==> config.mk <==
export PLATFORM = sky130hd
export DESIGN_NAME = hazard_ctrl
export DESIGN_NICKNAME = d
export VERILOG_FILES = /design/src/rtl/hazard_ctrl_pkg.sv /design/src/rtl/hazard_ctrl_sat_counter.sv /design/src/rtl/hazard_ctrl.sv
export SDC_FILE = /design/constraint.sdc
export NUM_CORES = 1
export LEC_CHECK = 0
export CORE_UTILIZATION = 24
export CTS_CLUSTER_DIAMETER = 200
export DETAILED_ROUTE_END_ITERATION = 16
export DONT_BUFFER_PORTS = 1
export SYNTH_ARGS = -nofsm -noshare
export SYNTH_HDL_FRONTEND = slang
export SYNTH_SLANG_ARGS = --single-unit
==> constraint.sdc <==
create_clock -name clk_i -period 2.1 [get_ports clk_i]
set_input_delay 0.42 -clock clk_i [delete_from_list [all_inputs] [get_ports clk_i]]
set_output_delay 0.42 -clock clk_i [all_outputs]
set_load 0.01 [all_outputs]
==> src/rtl/hazard_ctrl_pkg.sv <==
`default_nettype none
// ============================================================================
// Module   : hazard_pkg
// Brief    : Shared types and default widths for the pipeline hazard controller
// Revision : 1.0 - initial release
// ============================================================================
package hazard_pkg;

  // Memory-wait state machine encoding
  typedef enum logic [0:0] {
    ST_RUN      = 1'b0,
    ST_MEM_WAIT = 1'b1
  } hazard_state_e;

  localparam int c_REG_ADDR_W_DEF = 5;
  localparam int c_WAIT_MAX_DEF   = 255;
  localparam int c_CNT_W_DEF      = 16;

endpackage : hazard_pkg
`default_nettype wire

==> src/rtl/hazard_ctrl_sat_counter.sv <==
`default_nettype none
// ============================================================================
// Module   : sat_counter
// Brief    : Up-counter that sticks at all-ones, with synchronous clear
// Revision : 1.0 - initial release
// ============================================================================
module sat_counter
  import hazard_pkg::*;
#(
  parameter int WIDTH = c_CNT_W_DEF
) (
  input  logic             clk_i,
  input  logic             clear_i,
  input  logic             inc_i,
  output logic [WIDTH-1:0] count_o
);

  logic [WIDTH-1:0] r_count;

  // Count requested events, holding at the maximum instead of wrapping
  always_ff @(posedge clk_i) begin
    if (clear_i) begin
      r_count <= '0;
    end else if (inc_i && (r_count != {WIDTH{1'b1}})) begin
      r_count <= r_count + WIDTH'(1);
    end
  end

  assign count_o = r_count;

endmodule : sat_counter
`default_nettype wire

==> src/rtl/hazard_ctrl.sv <==
`default_nettype none
// ============================================================================
// Module   : hazard_ctrl
// Brief    : Pipeline hazard controller: load-use stall, branch flush and
//            data-memory wait freeze with timeout watchdog and perf counters
// Revision : 1.0 - initial release
// ============================================================================
module hazard_ctrl
  import hazard_pkg::*;
#(
  parameter int REG_ADDR_W = c_REG_ADDR_W_DEF,
  parameter int WAIT_MAX   = c_WAIT_MAX_DEF,
  parameter int CNT_W      = c_CNT_W_DEF
) (
  input  logic                  clk_i,
  input  logic                  rst_i,
  input  logic [REG_ADDR_W-1:0] id_rs_i,
  input  logic [REG_ADDR_W-1:0] id_rt_i,
  input  logic [REG_ADDR_W-1:0] ex_rt_i,
  input  logic                  ex_mem_read_i,
  input  logic                  ex_branch_taken_i,
  input  logic                  mem_access_i,
  input  logic                  dmem_ready_i,
  output logic                  pc_write_o,
  output logic                  ifid_valid_o,
  output logic                  idex_valid_o,
  output logic                  exmem_valid_o,
  output logic                  memwb_valid_o,
  output logic                  ifid_flush_o,
  output logic                  idex_flush_o,
  output logic                  exmem_flush_o,
  output logic                  memwb_flush_o,
  output logic                  timeout_o,
  output logic [CNT_W-1:0]      stall_cycles_o,
  output logic [CNT_W-1:0]      flush_events_o
);

  localparam int              c_CW       = $clog2(WAIT_MAX + 1);
  localparam logic [c_CW-1:0] c_WAIT_MAX = c_CW'(WAIT_MAX);
  localparam logic [c_CW-1:0] c_ONE      = c_CW'(1);

  hazard_state_e   r_state;
  logic [c_CW-1:0] r_wait_cnt;
  logic            r_timeout;

  logic            w_freeze;
  logic            w_load_use;
  logic            w_branch_apply;
  logic [c_CW-1:0] w_cnt_inc;

  // Hazard detection; a freeze masks branch and load-use for this cycle
  assign w_freeze       = mem_access_i & ~dmem_ready_i;
  assign w_load_use     = ex_mem_read_i & (ex_rt_i != '0) &
                          ((ex_rt_i == id_rs_i) | (ex_rt_i == id_rt_i));
  assign w_branch_apply = ~rst_i & ~w_freeze & ex_branch_taken_i;
  assign w_cnt_inc      = (r_wait_cnt == c_WAIT_MAX) ? r_wait_cnt : r_wait_cnt + c_ONE;

  // Priority mux for the pipe-register strobes: reset > freeze > branch > load-use
  always_comb begin
    pc_write_o    = 1'b1;
    ifid_valid_o  = 1'b1;
    idex_valid_o  = 1'b1;
    exmem_valid_o = 1'b1;
    memwb_valid_o = 1'b1;
    ifid_flush_o  = 1'b0;
    idex_flush_o  = 1'b0;
    exmem_flush_o = 1'b0;
    memwb_flush_o = 1'b0;
    if (rst_i) begin
      pc_write_o    = 1'b0;
      ifid_valid_o  = 1'b0;
      idex_valid_o  = 1'b0;
      exmem_valid_o = 1'b0;
      memwb_valid_o = 1'b0;
      ifid_flush_o  = 1'b1;
      idex_flush_o  = 1'b1;
      exmem_flush_o = 1'b1;
      memwb_flush_o = 1'b1;
    end else if (w_freeze) begin
      // Hold IF..MEM, push a bubble into WB
      pc_write_o    = 1'b0;
      ifid_valid_o  = 1'b0;
      idex_valid_o  = 1'b0;
      exmem_valid_o = 1'b0;
      memwb_flush_o = 1'b1;
    end else if (ex_branch_taken_i) begin
      ifid_flush_o  = 1'b1;
      idex_flush_o  = 1'b1;
    end else if (w_load_use) begin
      // Hold PC and IF/ID, insert a bubble into EX
      pc_write_o    = 1'b0;
      ifid_valid_o  = 1'b0;
      idex_flush_o  = 1'b1;
    end
  end

  // Memory-wait FSM with saturating wait counter and sticky timeout
  always_ff @(posedge clk_i) begin
    if (rst_i) begin
      r_state    <= ST_RUN;
      r_wait_cnt <= '0;
      r_timeout  <= 1'b0;
    end else begin
      case (r_state)
        ST_RUN: begin
          if (w_freeze) begin
            r_state    <= ST_MEM_WAIT;
            r_wait_cnt <= c_ONE;
            if (c_ONE == c_WAIT_MAX) begin
              r_timeout <= 1'b1;
            end
          end
        end
        ST_MEM_WAIT: begin
          if (!dmem_ready_i) begin
            r_wait_cnt <= w_cnt_inc;
            if (w_cnt_inc == c_WAIT_MAX) begin
              r_timeout <= 1'b1;
            end
          end else begin
            r_state    <= ST_RUN;
            r_wait_cnt <= '0;
          end
        end
        default: begin
          r_state    <= ST_RUN;
          r_wait_cnt <= '0;
        end
      endcase
    end
  end

  assign timeout_o = r_timeout;

  sat_counter #(
    .WIDTH (CNT_W)
  ) u_stall_cnt (
    .clk_i   (clk_i),
    .clear_i (rst_i),
    .inc_i   (~pc_write_o),
    .count_o (stall_cycles_o)
  );

  sat_counter #(
    .WIDTH (CNT_W)
  ) u_flush_cnt (
    .clk_i   (clk_i),
    .clear_i (rst_i),
    .inc_i   (w_branch_apply),
    .count_o (flush_events_o)
  );

endmodule : hazard_ctrl
`default_nettype wire

==> results of run 1 <==
-- stage by stage --
stage | cells | hold WS [ns] | TNS [ns]
final | 442 | 0.179 | 0
after global routing | 442 | 0.156 | 0
after CTS | 442 | 0.158 | 0
after detailed placement | 434 | 0.493 | 0
after global placement | 434 | 0.493 | 0
after floorplan | 288 | 0.492 | -0.0631
-- registers in the layout (all words and copies together), names as in the netlist --
name	flops
u_stall_cnt.count_o	16
timeout_o	1
u_flush_cnt.count_o	16
r_state	1
r_wait_cnt	8
-- critical path: cells and delay by family --
family / cells / cell delay (ns)
simple gates: 2 / 0.58
compound gates: 2 / 0.32
buf+inv: 2 / 0.29
-- how the worst min path moves through the flow --
stage,endpoint,depth (start not counted)
after floorplan,r_wait_cnt[5],2
after global placement,u_stall_cnt.count_o[3],1
after detailed placement,u_stall_cnt.count_o[3],1
after CTS,r_state,1
after global routing,r_state,1
final,r_state,1
-- synth_stat cells (all sizes together) (2+ instances only) --
library cell	n	area, um^2
a31oi	4	25.0
nor4b	3	26.3
o41ai	2	17.5
or3	3	18.8
nand4	12	75.1
o21ai	9	48.8
inv	4	15.0
nand2b	3	18.8
a21o	2	15.0
nor4	10	93.8
nand3	12	65.1
o22ai	2	12.5
xnor2	21	184
or4	4	30.0
dfxtp	42	841
and3	5	31.3
nor3	8	40.0
nand2	21	78.8
nor2b	9	56.3
mux2	8	109
ha	3	37.5
clkbuf	7	26.3
a21oi	16	98.9
o31a	2	17.5
and4	2	17.5
xor2	5	43.8
nor2	43	161
o31ai	4	30.0
buf	7	58.8
-- layer usage --
metal  track usage (%)  routed length [um]  share of wire (%)
met5                 0                   0                  0
met4              3.63                  70                1.2
met3              3.83                 299                5.0
met2              21.2                2990                 50
met1              13.9                2580                 43
-- power groups by stage --
stage	logic (mW)	registers, mW	clock network [mW]
5_1_grt	0.164	0.814	0.854
3_3_place_gp	0.147	0.830	0
2_1_floorplan	0.113	0.837	0
6_report	0.147	0.812	0.798
4_1_cts	0.150	0.812	0.831
3_5_place_dp	0.149	0.831	0
-- final cells by class --
cell class	count	area [um^2]	share of cell area, %
multi-input combinational	228	1480	51.5
sequential	42	841	29.2
timing repair buffer	27	240	8.33
tap	133	166	5.77
clock buffer	5	68.8	2.39
clock inverter	3	68.8	2.39
inverter	4	15.0	0.521
-- cells by family after synthesis --
logic type                 share of synthesized area, %
AOI/OAI and AO/OA                                  14.4
xor gates and xnor gates                           9.42
adders and majority gates                          1.55
buffers and inverters                              4.14
DFF                                                34.8
muxes                                              4.91
and+or+nand+nor                                    30.8
==> out/qor.txt, run 1 <==
=====================================================================================
Tcrit/Tclk final                                                                97.8%
Part of the Yosys area used for sequential elements                             34.8%
Number of clock sinks                                                              42
Vias                                                                             2202
Worst endpoint data arrival time                                              1.63 ns
Share of the core filled with cells                                             29.5%
Pin slew with the least headroom to its limit                                0.499 ns
PnR worst setup slack                                                       0.0464 ns
Grt total ovfl                                                                      0
Setup repair after global routing missed its margin                             false
Per-cell via count in the routed design                                          4.98
Clock Power Share                                                               45.4%
Max-cap check violation count                                                       0
Post-synthesis sequential element count                                            42
Total internal power                                                          1.35 mW
Data required time at the worst endpoint                                      1.68 ns
Pin count of the biggest net entering global routing                               51
Height of the chip                                                             102 um
Min Clock Period, post-route                                                  2.05 ns
Post-route clock skew                                                      0.00749 ns
Sum of net half-perimeters after detailed placement                           4.33 mm
Commonest non-fill, non-tap cells in the layout                          nor2_1 (42), dfxtp_1 (42), buf_4 (24)
Tightest Hold Check Type                                                 input port to flip-flop
Deepest clock path buffer count                                                     2
Maximum frequency from static timing analysis                                 487 MHz
Setup-failing EPs final                                                             0
Number of inserted filler cells in the final layout                              1067
Clock-pin slew of the registers on the worst-case setup and hold paths        0.09 ns
Slowest stage delay, CP                                                       0.51 ns
Wire length of the first global-routing pass                                  9.98 mm
Hold bufs inserted after CTS                                                        0
Most frequent CP cell                                                          buf_12
Worst setup path start                                                     ex_rt_i[1]
Fraction of power consumed by combinational cells                                8.4%
Share of layout cells above drive strength 1                                    17.2%
Count of cell types in the netlist                                                 54
Power after layout                                                            1.76 mW
Number of buffers created by CTS                                                    5
Final hold violations                                                               0
Die boundary width                                                             102 um
I/O Pins                                                                           63
Number of nets produced by synthesis                                              312
Via count of the first global-routing pass                                       2093
Post-synth EDFFs                                                                    0
Number of diodes                                                                    0
PD cells                                                                  609 nW/um^2
Synth Instances                                                                   288
Number of instances resized during post-cts repair                                  0
Clock tree root driver cell                                                  clkbuf_8
Outcome                                                                  finished clean
Synthesis-to-layout area growth                                                 19.2%
DRC violation count after routing                                                   0
Remaining antenna violation count                                                   0
Post-place setup slack                                                      0.0358 ns
Worst R2R End                                                            u_stall_cnt.count_o[5]
Final-stage net count                                                             332
Initial antenna violation count                                                     0
Clock tree from TritonCTS                                                         yes
Post-route design area                                                      2880 um^2
Switching pwr                                                                0.407 mW
Post-CTS Setup Bufs                                                                 0
Drt first pass iters                                                                4
Number of placement rows                                                           36
Largest vdd supply drop                                                    0.000291 V
Total global routing track utilization                                          12.0%
Switching fraction of total power                                               23.2%
Synthesized area                                                            2420 um^2
CTS HTree Levels                                                                    2
List of cells traversed by the critical path                             or4_4 -> o21ai_2 -> nor2_2 -> a21oi_4 -> buf_12 -> buf_12
Setup crit start kind                                                      input port
Synth async-reset ratio                                                            0%
Initial core utilization                                                        24.7%
Area post-placement                                                         2750 um^2
Type of destination of the critical path                                  output port
Startpoint of the worst register-to-register path                        u_stall_cnt.count_o[9]
Total count of max-transition violations in the final report                        0
Post-synthesis average cell area                                            8.40 um^2
Later-pin clock latency in the skew report                                    0.30 ns
Timing endpoint of the critical path                                       pc_write_o
Seq pwr share                                                                   46.2%
Count of port buffers added during placement                                        0
Initial drt markers                                                                73
Number of warnings reported in the yosys synthesis log                              0
Largest fanout of any net on the critical path                                     19
Worst Setup Path Type                                                    input port to output port
Worst hold start                                                         dmem_ready_i
Routed wire per std cell                                                      13.5 um
Highest-delay cell along the critical path                                      or4_4
Setup slack on the worst flop-to-flop path                                    0.23 ns
Total die area                                                             10500 um^2
Register-to-Register Path Depth                                                     7
Total wirelength of the detailed-routed design                                5.95 mm
Gpl congestion                                                                  0.835
Area inside the core boundary                                               9770 um^2
Synth Flop Type                                                               dfxtp_1
Leakage power summed over all cells                                          0.945 nW
Remaining max-slew budget at the tightest pin                                   66.7%
=====================================================================================
No activity file was read; power rests on OpenSTA's default activity.
==> run 2, diff against run 1 <==
- RECOVER_POWER: not set -> 100
==> run 2 against run 1 <==
Against the previous run: non-clock buffer count did not move; maximum frequency barely moved; die area unchanged; setup slack gained 0.0018 ns; worst hold slack hardly changed; final cell count did not move; routed wire length is 0.29% higher; clock-buffer cell count is the same; combinational power down 5%; cell area is 2.3% lower.
==> out/qor.txt, run 2 (same netlist as run 1, synthesis figures left out) <==
=====================================================================================
Clock-pin slew of the registers on the worst-case setup and hold paths        0.09 ns
Register-to-Register Path Depth                                                     8
Setup slack on the worst flop-to-flop path                                    0.21 ns
Clock tree from TritonCTS                                                         yes
Die boundary width                                                             102 um
Number of instances resized during post-cts repair                                  0
Initial antenna violation count                                                     0
Final instance count without filler cells                                         442
Area of combinational cells with multiple inputs                            1480 um^2
Worst R2R End                                                               timeout_o
Deepest clock path buffer count                                                     2
Vias                                                                             2196
Number of placement rows                                                           36
Data required time at the worst endpoint                                      1.68 ns
Number of clock sinks                                                              42
Remaining max-slew budget at the tightest pin                                   66.8%
Maximum frequency from static timing analysis                                 487 MHz
Share of layout cells above drive strength 1                                    11.3%
Pin slew with the least headroom to its limit                                0.497 ns
Count of port buffers added during placement                                        0
Height of the chip                                                             102 um
Sum of net half-perimeters after detailed placement                           4.33 mm
Pin count of the biggest net entering global routing                               51
Number of diodes                                                                    0
Startpoint of the worst register-to-register path                        r_wait_cnt[1]
Final hold violations                                                               0
Largest vdd supply drop                                                    0.000289 V
I/O Pins                                                                           63
Synthesis-to-layout area growth                                                 16.5%
Min Clock Period, post-route                                                  2.05 ns
Setup crit start kind                                                      input port
Type of destination of the critical path                                  output port
Hold bufs inserted after CTS                                                        0
Initial drt markers                                                                86
Worst Setup Path Type                                                    input port to output port
Per-cell via count in the routed design                                          4.97
Via count of the first global-routing pass                                       2093
Grt total ovfl                                                                      0
Setup-failing EPs final                                                             0
Post-route clock skew                                                      0.00757 ns
Gpl congestion                                                                  0.835
Setup repair after global routing missed its margin                             false
Later-pin clock latency in the skew report                                    0.30 ns
Total wirelength of the detailed-routed design                                5.96 mm
Total count of max-transition violations in the final report                        0
CTS HTree Levels                                                                    2
Routed wire per std cell                                                      13.5 um
Area inside the core boundary                                               9770 um^2
PD cells                                                                  622 nW/um^2
Outcome                                                                  finished clean
Total global routing track utilization                                          12.0%
Clock tree root driver cell                                                  clkbuf_8
Leakage power summed over all cells                                          0.871 nW
Number of buffers created by CTS                                                    5
Worst endpoint data arrival time                                              1.63 ns
Largest fanout of any net on the critical path                                     19
Max-cap check violation count                                                       0
Worst setup path start                                                     ex_rt_i[1]
Wire length of the first global-routing pass                                  9.98 mm
Timing endpoint of the critical path                                       pc_write_o
Final-stage net count                                                             332
Number of inserted filler cells in the final layout                              1077
DRC violation count after routing                                                   0
Dpl cells                                                                         434
Aggregate negative setup slack                                                   0 ns
Drt first pass iters                                                                4
Total die area                                                             10500 um^2
Count of cells along the worst hold path                                            1
Remaining antenna violation count                                                   0
Commonest non-fill, non-tap cells in the layout                          nor2_1 (42), dfxtp_1 (42), xnor2_1 (21), nand2_1 (21), clkbuf_1 (18)
FF/Latch Area                                                                841 um^2
Tightest Hold Check Type                                                 input port to flip-flop
Initial core utilization                                                        24.7%
Tcrit/Tclk final                                                                97.7%
Post-CTS Setup Bufs                                                                 0
=====================================================================================
run 2: worst max-delay path, cell delays in order:
cell     delay, ns
or4_4         0.51
o21ai_2       0.18
nor2_2        0.07
a21oi_4       0.14
buf_12        0.17
buf_12        0.12
run 2: cell type report:
cell class	count	area share [%]
multi-input cells	228	52.7
flip-flops and latches	42	29.9
repair buffers	27	6.13
well taps	133	5.91
clock buffers	5	2.44
clock inverters	3	2.44
inverters	4	0.533
run 2: where the power goes:
part	internal (mW)	switching, mW
registers	0.805	0.00731
logic	0.0622	0.0781
clock network	0.477	0.322
run 2: metal layers:
| metal | track usage (%) | routed length, um | vias up | part of all wire [%] |
|---|---|---|---|---|
| met5 | 0 | 0 | - | 0 |
| met2 | 21.2 | 3010 | 39 | 50 |
| li1 | - | - | 1084 | - |
| met1 | 13.9 | 2580 | 1067 | 43 |
| met4 | 3.63 | 63 | 0 | 1.1 |
| met3 | 3.83 | 314 | 6 | 5.3 |
run 2: stage by stage:
| step | instance area [um^2] | power, mW | setup WS, ns | hold WS [ns] | utilization (%) |
|---|---|---|---|---|---|
| floorplan | 2430 | 0.951 | -0.0631 | 0.492 | - |
| global placement | 2750 | 0.977 | 0.0505 | 0.493 | 28.1 |
| CTS | 2880 | 1.79 | 0.0352 | 0.158 | 29.5 |
| detailed placement | 2750 | 0.980 | 0.0358 | 0.493 | 28.1 |
| finish | 2820 | 1.75 | 0.0482 | 0.179 | 28.8 |
| global route | 2820 | 1.82 | 0.00314 | 0.156 | 28.8 |
run 2: worst min-delay path by stage:
stage	startpoint	end	slack, ns
global route	dmem_ready_i	r_state	0.16
detailed placement	rst_i	u_stall_cnt.count_o[3]	0.49
global placement	rst_i	u_stall_cnt.count_o[3]	0.49
CTS	dmem_ready_i	r_state	0.16
finish	dmem_ready_i	r_state	0.18
floorplan	r_wait_cnt[5]	r_wait_cnt[5]	0.49
==> run 3, diff against run 2 <==
- ABC_AREA: not set -> 1
- SLEW_MARGIN: not set -> 20
==> run 3 against run 2 <==
Against the previous run: synthesized cell count grew 42%; critical path type unchanged; register-to-register slack is essentially flat; clock power down 0.9%; clock-buffer cell count unchanged; clock skew is 0.0026 ns lower.
==> out/qor.txt, run 3 <==
=====================================================================================
Deepest clock path buffer count                                                     2
Switching fraction of total power                                               23.8%
Initial antenna violation count                                                     0
Remaining antenna violation count                                                   0
Count leader, synth                                                           nand2_1
Switching pwr                                                                0.414 mW
Drt first pass iters                                                                4
Fraction of power consumed by combinational cells                                7.7%
Tcrit/Tclk final                                                                92.5%
Die boundary width                                                             107 um
Sum of net half-perimeters after detailed placement                           5.09 mm
Most frequent standard cell in the layout excluding fill and tap cells        nand2_1
Count of cell types in the netlist                                                 30
Synthesized-area fraction occupied by ao, oa, aoi and oai cells                 12.4%
Synth Flop Type                                                               dfxtp_1
Type of destination of the critical path                                  output port
I/O Pins                                                                           63
Count of port buffers added during placement                                        0
Maximum frequency from static timing analysis                                 515 MHz
CTS HTree Levels                                                                    2
Largest family of logic cells by synthesized area                        simple AND/OR/NAND/NOR gates
Seq pwr share                                                                   46.7%
Final hold violations                                                               0
Tightest Hold Check Type                                                 input port to flip-flop
Area inside the core boundary                                              10500 um^2
Worst endpoint data arrival time                                              1.52 ns
Setup-failing EPs final                                                             0
Final instance count without filler cells                                         564
Worst Setup Path Type                                                    input port to output port
Per-cell via count in the routed design                                          4.52
Area leader, netlist                                                          dfxtp_1
Commonest non-fill, non-tap cells in the layout                          nand2_1 (116), inv_1 (49), dfxtp_1 (42)
Top cells by area, synth                                                 dfxtp_1 (32%), nand2_1 (16%), nand3_1 (7.2%), inv_1 (6.6%), nor2_1 (5.6%)
Post-synth EDFFs                                                                    0
Max-cap check violation count                                                       0
Clock-pin slew of the registers on the worst-case setup and hold paths        0.09 ns
Number of placement rows                                                           37
Synthesized area                                                            2630 um^2
Synth Instances                                                                   410
Hold bufs inserted after CTS                                                        0
Number of inserted filler cells in the final layout                              1200
Post-synthesis sequential element count                                            42
DRC violation count after routing                                                   0
Post-Synth XOR/XNOR Area                                                        6.65%
Total internal power                                                          1.32 mW
PD cells                                                                  591 nW/um^2
Grt total ovfl                                                                      0
Min Clock Period, post-route                                                  1.94 ns
Share of layout cells above drive strength 1                                    6.54%
Total wirelength of the detailed-routed design                                6.67 mm
Total die area                                                             11400 um^2
Post-synthesis share of cell area spent on and, or, nand and nor gates          37.4%
Total global routing track utilization                                          12.3%
Clock Power Share                                                               45.6%
Clock tree root driver cell                                                  clkbuf_8
Vias                                                                             2551
Post-Route Hold Slack                                                        0.171 ns
Mux share of post-synthesis cell area                                              0%
Part of the Yosys area used for sequential elements                             31.9%
Most common library cells after synthesis                                nand2_1 (115), inv_1 (46), dfxtp_1 (42), nor2_1 (39), nand3_1 (38)
Post-synthesis average cell area                                            6.42 um^2
Number of instances resized during post-cts repair                                  0
Wire length of the first global-routing pass                                  11.3 mm
Synth Area in Adders                                                            1.43%
Post-route clock skew                                                      0.00502 ns
Share of the core filled with cells                                             28.1%
Worst hold start                                                                rst_i
Aggregate negative setup slack                                                   0 ns
Initial core utilization                                                        25.2%
Height of the chip                                                             107 um
Number of warnings reported in the yosys synthesis log                              0
Number of nets produced by synthesis                                              434
Clock tree from TritonCTS                                                         yes
Final-stage net count                                                             451
Setup repair after global routing missed its margin                             false
Largest vdd supply drop                                                    0.000263 V
Worst-case hold path end point                                           u_flush_cnt.count_o[8]
Via count of the first global-routing pass                                       2482
Initial drt markers                                                                85
Number of diodes                                                                    0
Register-to-Register Path Depth                                                     9
Number of clock sinks                                                              42
Total count of max-transition violations in the final report                        0
Number of buffers created by CTS                                                    5
Post-CTS Setup Bufs                                                                 0
Synth async-reset ratio                                                            0%
Largest fanout of any net on the critical path                                     35
Setup slack on the worst flop-to-flop path                                    0.20 ns
Pin count of the biggest net entering global routing                               36
Worst R2R End                                                            u_stall_cnt.count_o[0]
Gpl congestion                                                                  0.871
Outcome                                                                  finished clean
Fraction of post-synthesis cell area in the top cell type by area               31.9%
Remaining max-slew budget at the tightest pin                                   53.1%
Startpoint of the worst register-to-register path                        u_stall_cnt.count_o[0]
Data required time at the worst endpoint                                      1.68 ns
Synthesis-to-layout area growth                                                 11.7%
Later-pin clock latency in the skew report                                    0.30 ns
Routed wire per std cell                                                      11.8 um
Pin slew with the least headroom to its limit                                0.700 ns
Dpl cells                                                                         556
Setup crit start kind                                                      input port
Count of cells along the worst hold path                                            1
Leakage power summed over all cells                                           1.07 nW
=====================================================================================
## run 3: cell count changes in the layout (fill, tap and decap cells not counted), sizes merged, moves of 9 or more
| cell | previous run | this run |
|---|---|---|
| nand2 | 21 | 120 |
| inv | 4 | 54 |
| nand3 | 12 | 38 |
| a21oi | 16 | 36 |
| xnor2 | 21 | 9 |
| nor2b | 9 | 0 |
## run 3: worst max path at each step
stage                              to  slack [ns]                   start  cells past startpoint
4_1_cts        u_flush_cnt.count_o[6]        0.22  u_flush_cnt.count_o[6]                      8
5_1_grt        u_stall_cnt.count_o[2]       0.008  u_stall_cnt.count_o[0]                      9
6_report                 idex_flush_o        0.16                   rst_i                      4
2_1_floorplan              pc_write_o        0.14                   rst_i                      8
3_3_place_gp   u_flush_cnt.count_o[6]        0.25  u_flush_cnt.count_o[6]                      8
3_5_place_dp   u_flush_cnt.count_o[7]        0.16            dmem_ready_i                      9
## run 3: worst max-delay path: stages
cell,delay [ns]
inv_1,0.07
clkbuf_1,0.48
o21ai_0,0.25
a31o_2,0.30
## run 3: cell type report
cell class	instances	area [um^2]	share of cell area, %
clock buffer	5	68.8	2.34
clock inverter	3	68.8	2.34
timing repair buffer	22	93.8	3.19
sequential	42	841	28.6
multi-input combinational	302	1500	50.9
tap	136	170	5.79
inverter	54	203	6.89
## run 3: cells by family (layout without fill, tap and decap cells)
family | Yosys count | after routing
compound gates | 55 | 55
xor+xnor | 20 | 20
simple gates | 224 | 224
buf+inv | 66 | 84
fa+ha+maj | 3 | 3
flops | 42 | 42
## run 3: per-layer routing
layer / vias up / part of all wire [%] / GRT usage [%]
li1: 1345 / - / -
met1: 1132 / 44 / 14.1
met2: 64 / 48 / 21.6
met3: 10 / 6.5 / 3.40
met4: 0 / 1.6 / 4.21
met5: - / 0 / 0
## run 3: power groups by stage
stage               Clock (mW)  Sequential, mW  Combinational [mW]
global route             0.839           0.814               0.155
finish                   0.792           0.812               0.134
global placement             0           0.831               0.143
detailed placement           0           0.831               0.146
CTS                      0.817           0.813               0.146
floorplan                    0           0.838               0.111
## run 3: per-stage QoR
step	power [mW]	setup WS [ns]	area [um^2]
final	1.74	0.157	2940
after global routing	1.81	0.00817	2940
after CTS	1.78	0.223	3040
after detailed placement	0.977	0.164	2900
after global placement	0.974	0.252	2900
after floorplan	0.949	0.145	2630
